`config.mk`:
```
export PLATFORM = sky130hd
export DESIGN_NAME = multi_cycle_ctrl
export DESIGN_NICKNAME = d
export VERILOG_FILES = /design/src/rtl/ctrl_pkg.sv /design/src/rtl/ctrl_decode.sv /design/src/rtl/multi_cycle_ctrl.sv
export SDC_FILE = /design/constraint.sdc
export NUM_CORES = 1
export LEC_CHECK = 0
export CAP_MARGIN = 25
export CORE_MARGIN = 8
export CORE_UTILIZATION = 48
export CTS_BUF_LIST = sky130_fd_sc_hd__clkbuf_8
export DETAILED_ROUTE_END_ITERATION = 10
export GPL_TIMING_DRIVEN = 0
export PLACE_DENSITY_LB_ADDON = 0.1
export SLEW_MARGIN = 10
export SYNTH_ARGS = -nofsm -noshare
export SYNTH_HDL_FRONTEND = slang
export SYNTH_HIERARCHICAL = 1
export SYNTH_SLANG_ARGS = --single-unit
```
`constraint.sdc`:
```
create_clock -name CLK -period 4.04 [get_ports CLK]
set_input_delay 0.404 -clock CLK [delete_from_list [all_inputs] [get_ports CLK]]
set_output_delay 0.404 -clock CLK [all_outputs]
set_load 0.05 [all_outputs]
```
`src/rtl/ctrl_pkg.sv`:
```
// Shared encodings for the multi-cycle CPU controller: FSM states, opcodes,
// datapath select codes and the control word passed from decode to the top.
package ctrl_pkg;

    localparam int OPC_W = 6;

    typedef enum logic [2:0] {
        S_IF     = 3'b000,
        S_ID     = 3'b001,
        S_EXE_LS = 3'b010,
        S_MEM    = 3'b011,
        S_WB_LD  = 3'b100,
        S_EXE_BR = 3'b101,
        S_EXE_AL = 3'b110,
        S_WB_AL  = 3'b111
    } state_t;

    localparam logic [OPC_W-1:0] OP_ADD   = 6'b000000;
    localparam logic [OPC_W-1:0] OP_SUB   = 6'b000001;
    localparam logic [OPC_W-1:0] OP_ADDIU = 6'b000010;
    localparam logic [OPC_W-1:0] OP_AND   = 6'b010000;
    localparam logic [OPC_W-1:0] OP_ANDI  = 6'b010001;
    localparam logic [OPC_W-1:0] OP_ORI   = 6'b010010;
    localparam logic [OPC_W-1:0] OP_OR    = 6'b010100;
    localparam logic [OPC_W-1:0] OP_SLL   = 6'b011000;
    localparam logic [OPC_W-1:0] OP_SLT   = 6'b100111;
    localparam logic [OPC_W-1:0] OP_SLTI  = 6'b100110;
    localparam logic [OPC_W-1:0] OP_SW    = 6'b110000;
    localparam logic [OPC_W-1:0] OP_LW    = 6'b110001;
    localparam logic [OPC_W-1:0] OP_BEQ   = 6'b110100;
    localparam logic [OPC_W-1:0] OP_BNE   = 6'b110101;
    localparam logic [OPC_W-1:0] OP_BLTZ  = 6'b110110;
    localparam logic [OPC_W-1:0] OP_J     = 6'b111000;
    localparam logic [OPC_W-1:0] OP_JR    = 6'b111001;
    localparam logic [OPC_W-1:0] OP_JAL   = 6'b111010;

    localparam logic [2:0] ALU_ADD = 3'b000;
    localparam logic [2:0] ALU_SUB = 3'b001;
    localparam logic [2:0] ALU_SLT = 3'b010;
    localparam logic [2:0] ALU_SLL = 3'b011;
    localparam logic [2:0] ALU_AND = 3'b100;
    localparam logic [2:0] ALU_OR  = 3'b101;

    localparam logic [1:0] PC_NEXT = 2'b00;
    localparam logic [1:0] PC_BR   = 2'b01;
    localparam logic [1:0] PC_RS   = 2'b10;
    localparam logic [1:0] PC_JMP  = 2'b11;

    localparam logic [1:0] DST_R31 = 2'b00;
    localparam logic [1:0] DST_RT  = 2'b01;
    localparam logic [1:0] DST_RD  = 2'b10;

    typedef enum logic [2:0] {
        CL_ALU,
        CL_MEM,
        CL_BR,
        CL_JMP,
        CL_NOP
    } op_class_t;

    typedef struct packed {
        logic       pc_wre;
        logic       ir_wre;
        logic       ins_mem_rw;
        logic       reg_wre;
        logic       alu_src_a;
        logic       alu_src_b;
        logic       ext_sel;
        logic [1:0] reg_dst;
        logic       wr_reg_d_src;
        logic       db_data_src;
        logic       m_rd;
        logic       m_wr;
        logic [1:0] pc_src;
        logic [2:0] alu_op;
    } ctrl_word_t;

    function automatic op_class_t op_class(input logic [OPC_W-1:0] opc);
        case (opc)
            OP_ADD, OP_SUB, OP_ADDIU, OP_AND, OP_ANDI, OP_ORI, OP_OR,
            OP_SLL, OP_SLT, OP_SLTI:   return CL_ALU;
            OP_SW, OP_LW:              return CL_MEM;
            OP_BEQ, OP_BNE, OP_BLTZ:   return CL_BR;
            OP_J, OP_JR, OP_JAL:       return CL_JMP;
            default:                   return CL_NOP;
        endcase
    endfunction

endpackage

```
`src/rtl/ctrl_decode.sv`:
```
// Combinational map of (state, opcode, ALU flags) to the datapath control word.
// Reset gating of the write strobes is applied by the parent.
module ctrl_decode
    import ctrl_pkg::*;
(
    input  state_t           i_state,
    input  logic [OPC_W-1:0] i_opc,
    input  logic             i_halt,
    input  logic             i_zero,
    input  logic             i_sign,
    output ctrl_word_t       o_ctrl
);

    op_class_t w_class;
    logic      w_taken;

    assign w_class = op_class(i_opc);
    assign w_taken = ((i_opc == OP_BEQ) &&  i_zero) ||
                     ((i_opc == OP_BNE) && !i_zero) ||
                     ((i_opc == OP_BLTZ) && i_sign);

    always_comb begin
        // NOTE: every field gets a default first so no path leaves one unassigned (no latch).
        o_ctrl              = '0;
        o_ctrl.ext_sel      = 1'b1;
        o_ctrl.wr_reg_d_src = 1'b1;

        // Opcode-driven selects stay constant from ID to the end of the
        // instruction; IF uses the neutral defaults since op is still stale.
        if (i_state != S_IF) begin
            case (i_opc)
                OP_ADD:   o_ctrl.reg_dst = DST_RD;
                OP_SUB:   begin o_ctrl.alu_op = ALU_SUB; o_ctrl.reg_dst = DST_RD; end
                OP_ADDIU: begin o_ctrl.alu_src_b = 1'b1; o_ctrl.reg_dst = DST_RT; end
                OP_AND:   begin o_ctrl.alu_op = ALU_AND; o_ctrl.reg_dst = DST_RD; end
                OP_ANDI:  begin
                    o_ctrl.alu_op    = ALU_AND;
                    o_ctrl.alu_src_b = 1'b1;
                    o_ctrl.ext_sel   = 1'b0;
                    o_ctrl.reg_dst   = DST_RT;
                end
                OP_ORI:   begin
                    o_ctrl.alu_op    = ALU_OR;
                    o_ctrl.alu_src_b = 1'b1;
                    o_ctrl.ext_sel   = 1'b0;
                    o_ctrl.reg_dst   = DST_RT;
                end
                OP_OR:    begin o_ctrl.alu_op = ALU_OR;  o_ctrl.reg_dst = DST_RD; end
                OP_SLL:   begin
                    o_ctrl.alu_op    = ALU_SLL;
                    o_ctrl.alu_src_a = 1'b1;
                    o_ctrl.reg_dst   = DST_RD;
                end
                OP_SLT:   begin o_ctrl.alu_op = ALU_SLT; o_ctrl.reg_dst = DST_RD; end
                OP_SLTI:  begin
                    o_ctrl.alu_op    = ALU_SLT;
                    o_ctrl.alu_src_b = 1'b1;
                    o_ctrl.reg_dst   = DST_RT;
                end
                OP_SW:    o_ctrl.alu_src_b = 1'b1;
                OP_LW:    begin o_ctrl.alu_src_b = 1'b1; o_ctrl.reg_dst = DST_RT; end
                OP_BEQ, OP_BNE, OP_BLTZ: o_ctrl.alu_op = ALU_SUB;
                default:  ;
            endcase
        end

        case (i_state)
            S_IF: begin
                o_ctrl.ir_wre     = 1'b1;
                o_ctrl.ins_mem_rw = 1'b1;
            end
            S_ID: begin
                if (!i_halt) begin
                    if (i_opc == OP_JAL) begin
                        o_ctrl.reg_wre      = 1'b1;
                        o_ctrl.wr_reg_d_src = 1'b0;
                        o_ctrl.reg_dst      = DST_R31;
                    end
                    if (i_opc == OP_J || i_opc == OP_JAL) o_ctrl.pc_src = PC_JMP;
                    if (i_opc == OP_JR)                   o_ctrl.pc_src = PC_RS;
                    if (w_class == CL_JMP || w_class == CL_NOP) o_ctrl.pc_wre = 1'b1;
                end
            end
            S_EXE_BR: begin
                o_ctrl.pc_wre = 1'b1;
                if (w_taken) o_ctrl.pc_src = PC_BR;
            end
            S_MEM: begin
                if (i_opc == OP_LW) begin
                    o_ctrl.m_rd        = 1'b1;
                    o_ctrl.db_data_src = 1'b1;
                end else begin
                    o_ctrl.m_wr   = 1'b1;
                    o_ctrl.pc_wre = 1'b1;
                end
            end
            S_WB_LD: begin
                o_ctrl.m_rd        = 1'b1;
                o_ctrl.db_data_src = 1'b1;
                o_ctrl.reg_wre     = 1'b1;
                o_ctrl.pc_wre      = 1'b1;
            end
            S_WB_AL: begin
                o_ctrl.reg_wre = 1'b1;
                o_ctrl.pc_wre  = 1'b1;
            end
            default: ;
        endcase
    end

endmodule

```
`src/rtl/multi_cycle_ctrl.sv`:
```
// Multi-cycle CPU control unit: state register and next-state logic; the
// per-state control word comes from ctrl_decode.
module multi_cycle_ctrl
    import ctrl_pkg::*;
#(
    parameter int              OP_W    = 6,
    parameter int              ALUOP_W = 3,
    parameter logic [OP_W-1:0] HALT_OP = {OP_W{1'b1}}
) (
    input  logic               CLK,
    input  logic               Reset,
    input  logic [OP_W-1:0]    op,
    input  logic               zero,
    input  logic               sign,
    output logic               PCWre,
    output logic               IRWre,
    output logic               InsMemRW,
    output logic               RegWre,
    output logic               ALUSrcA,
    output logic               ALUSrcB,
    output logic               ExtSel,
    output logic [1:0]         RegDst,
    output logic               WrRegDSrc,
    output logic               DBDataSrc,
    output logic               mRD,
    output logic               mWR,
    output logic [1:0]         PCSrc,
    output logic [ALUOP_W-1:0] ALUOp,
    output logic [2:0]         state_out
);

    state_t           r_state;
    state_t           w_next;
    logic [OPC_W-1:0] w_opc;
    logic             w_halt;
    op_class_t        w_class;
    ctrl_word_t       w_ctrl;

    assign w_opc   = op[OPC_W-1:0];
    assign w_halt  = (op == HALT_OP);
    assign w_class = op_class(w_opc);

    always_comb begin
        w_next = S_IF;
        case (r_state)
            S_IF:     w_next = S_ID;
            S_ID: begin
                if (w_halt) begin
                    w_next = S_ID;
                end else begin
                    case (w_class)
                        CL_ALU:  w_next = S_EXE_AL;
                        CL_MEM:  w_next = S_EXE_LS;
                        CL_BR:   w_next = S_EXE_BR;
                        default: w_next = S_IF;
                    endcase
                end
            end
            S_EXE_LS: w_next = S_MEM;
            S_MEM:    w_next = (w_opc == OP_LW) ? S_WB_LD : S_IF;
            S_EXE_AL: w_next = S_WB_AL;
            default:  w_next = S_IF;
        endcase
    end

    // NOTE: sequential state uses non-blocking assignment so all flops update together.
    always_ff @(posedge CLK) begin
        if (Reset) r_state <= S_IF;
        else       r_state <= w_next;
    end

    ctrl_decode u_decode (
        .i_state (r_state),
        .i_opc   (w_opc),
        .i_halt  (w_halt),
        .i_zero  (zero),
        .i_sign  (sign),
        .o_ctrl  (w_ctrl)
    );

    // State-changing strobes are masked while Reset is high so an aborted
    // instruction never commits a partial write.
    assign PCWre     = w_ctrl.pc_wre  & ~Reset;
    assign IRWre     = w_ctrl.ir_wre  & ~Reset;
    assign RegWre    = w_ctrl.reg_wre & ~Reset;
    assign mWR       = w_ctrl.m_wr    & ~Reset;
    assign InsMemRW  = w_ctrl.ins_mem_rw;
    assign ALUSrcA   = w_ctrl.alu_src_a;
    assign ALUSrcB   = w_ctrl.alu_src_b;
    assign ExtSel    = w_ctrl.ext_sel;
    assign RegDst    = w_ctrl.reg_dst;
    assign WrRegDSrc = w_ctrl.wr_reg_d_src;
    assign DBDataSrc = w_ctrl.db_data_src;
    assign mRD       = w_ctrl.m_rd;
    assign PCSrc     = w_ctrl.pc_src;
    assign ALUOp     = ALUOP_W'(w_ctrl.alu_op);
    assign state_out = r_state;

endmodule

```
==> results.py, run 1 <==
metrics = {
    "run_status": {
        "status": "finished clean",
    },
    "worst_hold_path": {
        "hold_path_depth": 1,
        "holdCritStartpoint": "state_out[2]",
        "hold-path-endpoint": "state_out[0]",
        "hold_class": "flop to flop",
    },
    "power": {
        "power_density_mw_per_mm2": 243.5,
        "combPwrFrac": 0.544,
        "irDropWorstVdd_uv": 144.9,
        "p_int_w": 0.0001582,
        "power.switching_w": 0.0001232,
        "pwr-share-seq": 0.146,
        "leakagePower_nw": 0.3939,
        "switching_share": 0.4378,
        "p_clk_frac": 0.310,
    },
    "drt": {
        "drc": 0,
        "vias": 1037,
        "firstDrtPassIters": 4,
        "wl_per_cell_um": 15.37,
        "drtIter0Drc": 40,
        "viasPerCell": 6.173,
        "ant_nets": 0,
        "drt_wl_total_um": 2582,
    },
    "synthesis": {
        "synth-seq-cells": 3,
        "synth_area_sq_um": 790.8,
        "syn-instance-count": 118,
        "yosys.area.top_type_share": 0.07911,
        "seq_area_frac_synth": 0.07595,
        "synthTopCellsByArea": "nor2b_1, dfxtp_1, o21ai_0",
        "ys.flop_type": "dfxtp_1",
        "synth_top_cell_by_area": "nor2b_1",
        "yosysWarningCount": 6,
        "ys_types": 48,
        "synth_edf_count": 0,
        "synthArstFlopShare": 0,
        "synth_common_cells": "nor2b_1, o21ai_0, a21oi_1, nand2_1",
        "avgSynthCellArea_sq_um": 6.701,
        "synth_fp_nets": 128,
    },
    "die": {
        "die_w_um": 56.59,
        "coreArea_sq_mm": 0.001524,
        "die_area_sq_mm": 0.003202,
        "rows": 14,
        "start_util": 0.5189,
        "ioPinCount": 31,
        "die_h_um": 56.59,
    },
    "worst_setup_path": {
        "end_kind": "output pin",
        "reg2reg_to": "state_out[1]",
        "critPathMostFrequentCell": "clkdlybuf4s50_1",
        "ff2ff_path_depth": 3,
        "crit_type": "primary input to output pin",
        "crit_fanout": 10,
        "cp_top_family": "buffers and inverters",
        "worst_ep_arrival_time_ps": 3220,
        "crit_path_start_kind": "primary input",
        "path_buf_inv": 3,
        "slowest_delay_ps": 800,
        "r2r-start": "state_out[0]",
        "slowest_stage": "clkdlybuf4s50_1",
        "cp_cell_sequence": "clkdlybuf4s50_1 > buf_4 > nand3_1 > nor2_1 > or4b_4 > or2_1 > o22ai_1 > and3_1 > clkdlybuf4s50_1",
        "cp.required_ps": 3640,
        "r2r_slack_ps": 2730,
    },
    "timing": {
        "period_share": 0.8968,
        "finalHoldViolCount": 0,
        "fin_worst_skew_ps": 3.489,
        "finalCriticalPeriod_ps": 3623,
        "rsz0062_at_grt": "no",
        "max_freq_ghz": 0.2760,
        "finalMaxSlewViolations": 0,
        "fin_tns_setup_ps": 0,
        "slew_headroom": 0.5482,
        "worstMarginPinSlew_ps": 672.5,
        "final-setup-viol-count": 0,
    },
    "clock_network": {
        "cts_tree": "done",
        "clock-root-buffer": "clkbuf_8",
        "h-tree-depth": 1,
        "clk_latency_ps": 220,
        "clkTransAtPathRegs_ps": 30,
        "cts_hold_buf": 0,
        "cts_setup_buffers": 0,
        "cts_sinks": 3,
        "cts_resized": 0,
        "clockBufferDepth": 2,
        "cts_buffers": 3,
    },
    "global_route": {
        "grt_max_degree": 15,
        "grt_pass1_vias": 965,
        "antenna_found_initial": 0,
        "grt_overflow": 0,
        "grt.total_usage": 0.1564,
        "grt_first_pass_wirelength_um": 4278,
    },
    "layout": {
        "finish.net_count": 163,
        "num_antenna_cells": 0,
        "area_growth_pct": 46.20,
        "drive_above_1_share": 0.1053,
        "largest_register_ffs": 3,
        "fin_util": 0.7586,
    },
    "place": {
        "hpwl_um": 1891,
        "gp_congestion": 0.9074,
        "portBuffers": 30,
    },
    "flow_run": {
        "max_cap_viol_count": 0,
    },
}
==> per-stage QoR <==
step                total power, W  setup WS (ps)  hold WS, ps  cell area [sq um]  instances
detailed placement       0.0001934          435.1        588.8               1111        164
CTS                      0.0002824          425.9        592.8               1156        168
global placement         0.0001912          428.8        575.4               1111        164
global route             0.0002965          242.8        610.6               1156        168
finish                   0.0002815          416.7        592.6               1156        168
floorplan                0.0001424          310.6        470.2              790.8        118
==> cell usage in the layout, fill, tap and decap left out, drive strengths merged, types with 3 or more instances in the layout <==
cell and count:
nand2 10, nand3 5, nor2b 10, nand2b 6, clkdlybuf4s50 30, dfxtp 3
or3 3, o21ai 10, o211ai 3, clkbuf 7, nor2 6, buf 6
a21oi 9, inv 5, a221oi 3
==> cell type report <==
cell class | count | area, sq um
Sequential cell | 3 | 60.06
Timing Repair Buffer | 30 | 300.3
Inverter | 4 | 15.01
Clock buffer | 3 | 41.29
Fill cell | 132 | 367.9
Clock inverter | 1 | 3.754
Buffer | 10 | 61.31
Tap cell | 16 | 20.02
Multi-Input combinational cell | 101 | 654.4
==> kinds of logic (layout without fill, tap and decap cells) <==
group | count (synthesis) | after routing | synth area share
DFF | 3 | 3 | 0.07595
and+or+nand+nor | 59 | 59 | 0.4446
xor gates and xnor gates | 2 | 2 | 0.02216
muxes | 1 | 1 | 0.01424
AOI/OAI and AO/OA | 38 | 38 | 0.3339
buffers and inverters | 14 | 48 | 0.09650
adders and majority gates | 1 | 1 | 0.01266
==> per-layer routing <==
metal	track usage	routed length [um]	part of all wire	vias up
li1	-	-	-	508
met1	0.1777	1010	0.39	482
met2	0.2602	1344	0.52	42
met3	0.04045	186	0.072	5
met4	0.07904	42	0.016	0
met5	0	0	0	-
==> power by group through the flow <==
stage | Sequential, W | Clock, W | Combinational, W
finish | 0.0000412 | 0.0000872 | 0.000153
global route | 0.0000417 | 0.0000915 | 0.000163
CTS | 0.0000411 | 0.0000886 | 0.000153
detailed placement | 0.0000414 | 0 | 0.000152
global placement | 0.0000410 | 0 | 0.000150
floorplan | 0.0000491 | 0 | 0.0000933
==> worst max-delay path by stage <==
stage,startpoint,to,slack (ps),cells past startpoint
finish,op[3],PCSrc[0],420,9
global route,op[3],PCSrc[0],240,9
CTS,op[3],PCSrc[0],430,9
global placement,op[3],PCSrc[0],430,9
floorplan,state_out[1],ALUOp[2],310,3
detailed placement,op[3],PCSrc[0],440,9
No activity file was read; power rests on OpenSTA's default activity.
==> run 2: changes to the inputs <==
--- a/config.mk
+++ b/config.mk
@@ -5,6 +5,7 @@
 export SDC_FILE = /design/constraint.sdc
 export NUM_CORES = 1
 export LEC_CHECK = 0
+export ABC_CLOCK_PERIOD_IN_PS = 4040
 export CAP_MARGIN = 25
 export CORE_MARGIN = 8
 export CORE_UTILIZATION = 48
@@ -12,6 +13,7 @@
 export DETAILED_ROUTE_END_ITERATION = 10
 export GPL_TIMING_DRIVEN = 0
 export PLACE_DENSITY_LB_ADDON = 0.1
+export SETUP_SLACK_MARGIN = 0.4
 export SLEW_MARGIN = 10
 export SYNTH_ARGS = -nofsm -noshare
 export SYNTH_HDL_FRONTEND = slang
==> run 2 against run 1 <==
Against the previous run: worst hold slack lost 6.3 ps; worst setup slack gained 140 ps; design area grew 1.3%; sequential share of layout area shrank 0.067 points.
==> results.py, run 2 (synthesis gave the netlist of run 1 again) <==
metrics = {
    "global_route": {
        "grt_pass1_vias": 980,
        "grt_max_degree": 15,
        "grt_first_pass_wirelength_um": 4616,
        "grt_overflow": 0,
        "grt.total_usage": 0.1636,
        "antenna_found_initial": 0,
    },
    "drt": {
        "wl_per_cell_um": 15.55,
        "vias": 1066,
        "drc": 0,
        "drtIter0Drc": 30,
        "drt_wl_total_um": 2613,
        "firstDrtPassIters": 4,
        "ant_nets": 0,
        "viasPerCell": 6.345,
    },
    "place": {
        "gp_congestion": 0.8880,
        "hpwl_um": 1889,
        "portBuffers": 30,
        "dpl_cell_area_sq_mm": 0.001117,
    },
    "die": {
        "die_h_um": 56.59,
        "rows": 14,
        "die_area_sq_mm": 0.003202,
        "start_util": 0.5189,
        "die_w_um": 56.59,
        "ioPinCount": 31,
        "coreArea_sq_mm": 0.001524,
    },
    "layout": {
        "seq_area_sq_um": 60.06,
        "final.fill_count": 113,
        "area_growth_pct": 48.10,
        "finish.net_count": 163,
        "final_common_cell": "clkdlybuf4s50_1",
        "mostFrequentLayoutCells": "clkdlybuf4s50_1, nor2b_1, o21ai_0",
        "num_antenna_cells": 0,
        "drive_above_1_share": 0.1118,
        "stdcell_area_sq_mm": 0.001171,
        "largest_register_ffs": 3,
        "multiInputGateArea_sq_um": 660.6,
    },
    "timing": {
        "finalMaxSlewViolations": 0,
        "slew_headroom": 0.5837,
        "finalHoldViolCount": 0,
        "fin_worst_skew_ps": 2.541,
        "worstMarginPinSlew_ps": 619.7,
        "max_freq_ghz": 0.2868,
        "period_share": 0.8630,
        "fin_tns_setup_ps": 0,
        "final-setup-viol-count": 0,
        "finalCriticalPeriod_ps": 3487,
        "rsz0062_at_grt": "no",
    },
    "power": {
        "switching_share": 0.4385,
        "power_density_mw_per_mm2": 240.4,
        "power.switching_w": 0.0001235,
        "p_int_w": 0.0001581,
        "pwr-share-seq": 0.144,
        "leakagePower_nw": 0.4518,
        "combPwrFrac": 0.547,
        "p_clk_frac": 0.309,
        "irDropWorstVdd_uv": 282.4,
    },
    "worst_setup_path": {
        "cp_cell_sequence": "clkdlybuf4s50_1 > buf_4 > nand3_1 > nor2_1 > or4b_4 > or2_1 > a21oi_1 > clkdlybuf4s50_1",
        "crit_fanout": 10,
        "crit_path_start_kind": "primary input",
        "worst_ep_arrival_time_ps": 3080,
        "cp.required_ps": 3640,
        "end_kind": "output pin",
        "slowest_stage": "clkdlybuf4s50_1",
        "crit_type": "primary input to output pin",
        "slowest_delay_ps": 820,
        "critPathMostFrequentCell": "clkdlybuf4s50_1",
    },
    "clock_network": {
        "clk_latency_ps": 220,
        "cts_buffers": 3,
        "clock-root-buffer": "clkbuf_8",
        "clkTransAtPathRegs_ps": 30,
        "cts_resized": 1,
        "h-tree-depth": 1,
        "clockBufferDepth": 2,
        "cts_setup_buffers": 0,
        "cts_tree": "done",
        "cts_hold_buf": 0,
        "cts_sinks": 3,
    },
    "flow_run": {
        "max_cap_viol_count": 0,
    },
    "worst_hold_path": {
        "hold_class": "flop to flop",
    },
    "run_status": {
        "status": "finished clean",
    },
}
==> run 2: power groups by stage <==
stage	Combinational (W)	Clock [W]	Sequential (W)
floorplan	0.0000940	0	0.0000491
global placement	0.000151	0	0.0000406
detailed placement	0.000153	0	0.0000409
CTS	0.000154	0.0000906	0.0000405
global route	0.000166	0.0000919	0.0000414
finish	0.000154	0.0000869	0.0000406
==> run 2: layer usage <==
metal  wire length (um)  vias to the layer above  GRT usage
li1                   -                      510          -
met1               1081                      499     0.2155
met2               1273                       57     0.2602
met3                258                        0    0.04045
met4                  0                        0    0.03093
met5                  0                        -          0
==> run 2: worst paths after layout <==
path | depth (start not counted) | slack [ps] | from | to
min reg2reg | 1 | 590 | state_out[2] | state_out[0]
min | 1 | 590 | state_out[2] | state_out[0]
max reg2reg | 4 | 2760 | state_out[1] | state_out[2]
max | 8 | 550 | op[3] | PCSrc[1]
==> run 2: final cells by class <==
type,instances,area share
Multi-Input combinational cell,101,0.5641
Timing Repair Buffer,30,0.2639
Buffer,10,0.05235
Sequential cell,3,0.05128
Clock buffer,3,0.03526
Tap cell,16,0.01709
Inverter,4,0.01282
Clock inverter,1,0.003205
==> run 2: stage by stage <==
stage | hold WS, ps | setup WS [ps] | cells | power [W] | util
finish | 586.3 | 553.5 | 168 | 0.0002816 | 0.7685
CTS | 592.4 | 487.3 | 168 | 0.0002849 | 0.7619
floorplan | 470.2 | 638.6 | 118 | 0.0001430 | -
global route | 618.0 | 392.1 | 168 | 0.0002992 | 0.7685
detailed placement | 583.4 | 399.7 | 164 | 0.0001937 | 0.7332
global placement | 575.4 | 425.7 | 164 | 0.0001914 | 0.7332
==> run 2: worst max-delay path, delay by kind of cell <==
kind | cells | cell delay, ps
buffers and inverters | 3 | 1660
and+or+nand+nor | 4 | 890
AOI/OAI and AO/OA | 1 | 130
==> run 3: changes to the inputs <==
--- a/config.mk
+++ b/config.mk
@@ -6,10 +6,9 @@
 export NUM_CORES = 1
 export LEC_CHECK = 0
 export ABC_CLOCK_PERIOD_IN_PS = 4040
-export CAP_MARGIN = 25
 export CORE_MARGIN = 8
 export CORE_UTILIZATION = 48
-export CTS_BUF_LIST = sky130_fd_sc_hd__clkbuf_8
+export CTS_BUF_LIST = sky130_fd_sc_hd__clkbuf_4
 export DETAILED_ROUTE_END_ITERATION = 10
 export GPL_TIMING_DRIVEN = 0
 export PLACE_DENSITY_LB_ADDON = 0.1
==> run 3 against run 2 <==
Against the previous run: final cell count unchanged; combinational power about the same; clock skew up 6.2 ps; clock power down 32%; largest cell class unchanged; sequential share of layout area up 0.067 points; highest routed layer is now met4; critical path type unchanged.
==> results.py, run 3 (synthesis gave the netlist of run 1 again) <==
metrics = {
    "power": {
        "irDropWorstVdd_uv": 211.4,
        "power_density_mw_per_mm2": 219.1,
        "leakagePower_nw": 0.4433,
    },
    "clock_network": {
        "h-tree-depth": 1,
        "cts_buffers": 3,
        "clock-root-buffer": "clkbuf_4",
        "cts_sinks": 3,
        "cts_hold_buf": 0,
        "clkTransAtPathRegs_ps": 40,
        "clk_latency_ps": 230,
        "cts_tree": "done",
        "clockBufferDepth": 2,
    },
    "layout": {
        "stdcell_area_sq_mm": 0.001156,
        "area_growth_pct": 46.20,
        "num_antenna_cells": 0,
        "final_common_cell": "clkdlybuf4s50_1",
        "fin_cells": 168,
        "finish.net_count": 163,
        "final.fill_count": 117,
        "largest_register_ffs": 3,
        "mostFrequentLayoutCells": "clkdlybuf4s50_1, nor2b_1, o21ai_0",
        "drive_above_1_share": 0.1184,
        "fin_util": 0.7586,
    },
    "timing": {
        "final-setup-viol-count": 0,
        "finalCriticalPeriod_ps": 3484,
        "fin_worst_skew_ps": 8.780,
        "slew_headroom": 0.5745,
        "worstMarginPinSlew_ps": 633.4,
        "period_share": 0.8623,
        "max_freq_ghz": 0.2871,
        "finalHoldViolCount": 0,
        "finalMaxSlewViolations": 0,
        "fin_tns_setup_ps": 0,
        "rsz0062_at_grt": "no",
    },
    "worst_setup_path": {
        "crit_fanout": 10,
        "ff2ff_path_depth": 4,
        "r2r_slack_ps": 2710,
        "crit_start": "op[3]",
        "worst_ep_arrival_time_ps": 3080,
        "r2r-start": "state_out[1]",
        "end_kind": "output pin",
        "crit_path_start_kind": "primary input",
        "crit_type": "primary input to output pin",
        "cp.required_ps": 3640,
        "reg2reg_to": "state_out[2]",
    },
    "place": {
        "gp_congestion": 0.8880,
        "hpwl_um": 1889,
        "portBuffers": 30,
        "dpl_cell_area_sq_mm": 0.001117,
        "dp_cells": 164,
    },
    "drt": {
        "drc": 0,
        "ant_nets": 0,
        "vias": 1057,
        "drtIter0Drc": 26,
        "viasPerCell": 6.292,
        "firstDrtPassIters": 4,
        "wl_per_cell_um": 15.05,
        "drt_wl_total_um": 2528,
    },
    "die": {
        "rows": 14,
        "coreArea_sq_mm": 0.001524,
        "die_w_um": 56.59,
        "ioPinCount": 31,
        "die_area_sq_mm": 0.003202,
        "die_h_um": 56.59,
        "start_util": 0.5189,
    },
    "global_route": {
        "antenna_found_initial": 0,
        "grt_pass1_vias": 990,
        "grt_first_pass_wirelength_um": 4602,
        "grt_max_degree": 15,
        "grt_overflow": 0,
        "grt.total_usage": 0.1606,
    },
    "worst_hold_path": {
        "hold_path_depth": 1,
        "hold_class": "flop to flop",
        "holdCritStartpoint": "state_out[2]",
        "hold-path-endpoint": "state_out[0]",
    },
    "flow_run": {
        "max_cap_viol_count": 0,
    },
    "run_status": {
        "status": "finished clean",
    },
}
==> run 3: how the worst max path moves through the flow <==
stage | to | depth (start not counted)
finish | PCSrc[1] | 8
detailed placement | PCSrc[0] | 9
CTS | RegWre | 7
global placement | PCSrc[0] | 9
global route | ALUOp[0] | 6
floorplan | IRWre | 4
==> run 3: area by class of cell <==
cell class	instances	area [sq um]	share of cell area
Inverter	4	15.01	0.01299
Sequential cell	3	60.06	0.05195
Tap cell	16	20.02	0.01732
Multi-Input combinational cell	101	660.6	0.5714
Timing Repair Buffer	30	309.0	0.2673
Buffer	10	61.31	0.05303
Clock buffer	4	30.03	0.02597
==> run 3: what timing repair did <==
item / CTS / global route
endpoints found under the setup margin: 1 / 4
gates resized for setup: 1 / 4
setup buffers: 0 / 0
endpoints found under the hold margin: 0 / 0
==> run 3: worst max-delay path: stages <==
cell and delay (ps):
clkdlybuf4s50_1 580, buf_4 250, nand3_1 80, nor2_1 70
or4b_4 480, or2_1 260, a21oi_1 130, clkdlybuf4s50_1 820
==> run 3: power by group <==
part | leakage [nW] | internal, W | switching (W)
logic | 0.400 | 0.0000605 | 0.0000931
clock network | 0.0184 | 0.0000437 | 0.0000154
registers | 0.0247 | 0.0000326 | 0.00000788
total | 0.443 | 0.000137 | 0.000116
==> run 3: through the flow <==
| step | setup WS (ps) | power, W | hold WS (ps) |
|---|---|---|---|
| 2_1_floorplan | 638.6 | 0.0001430 | 470.2 |
| 3_3_place_gp | 425.7 | 0.0001914 | 575.4 |
| 3_5_place_dp | 399.7 | 0.0001937 | 583.4 |
| 4_1_cts | 487.3 | 0.0002549 | 603.0 |
| 5_1_grt | 392.1 | 0.0002710 | 636.3 |
| 6_report | 556.3 | 0.0002533 | 593.8 |
==> run 3: per-layer routing <==
metal | global-route usage | wire length, um
met4 | 0.01718 | 10
met3 | 0.03596 | 192
met1 | 0.2160 | 1104
met2 | 0.2586 | 1220
met5 | 0 | 0
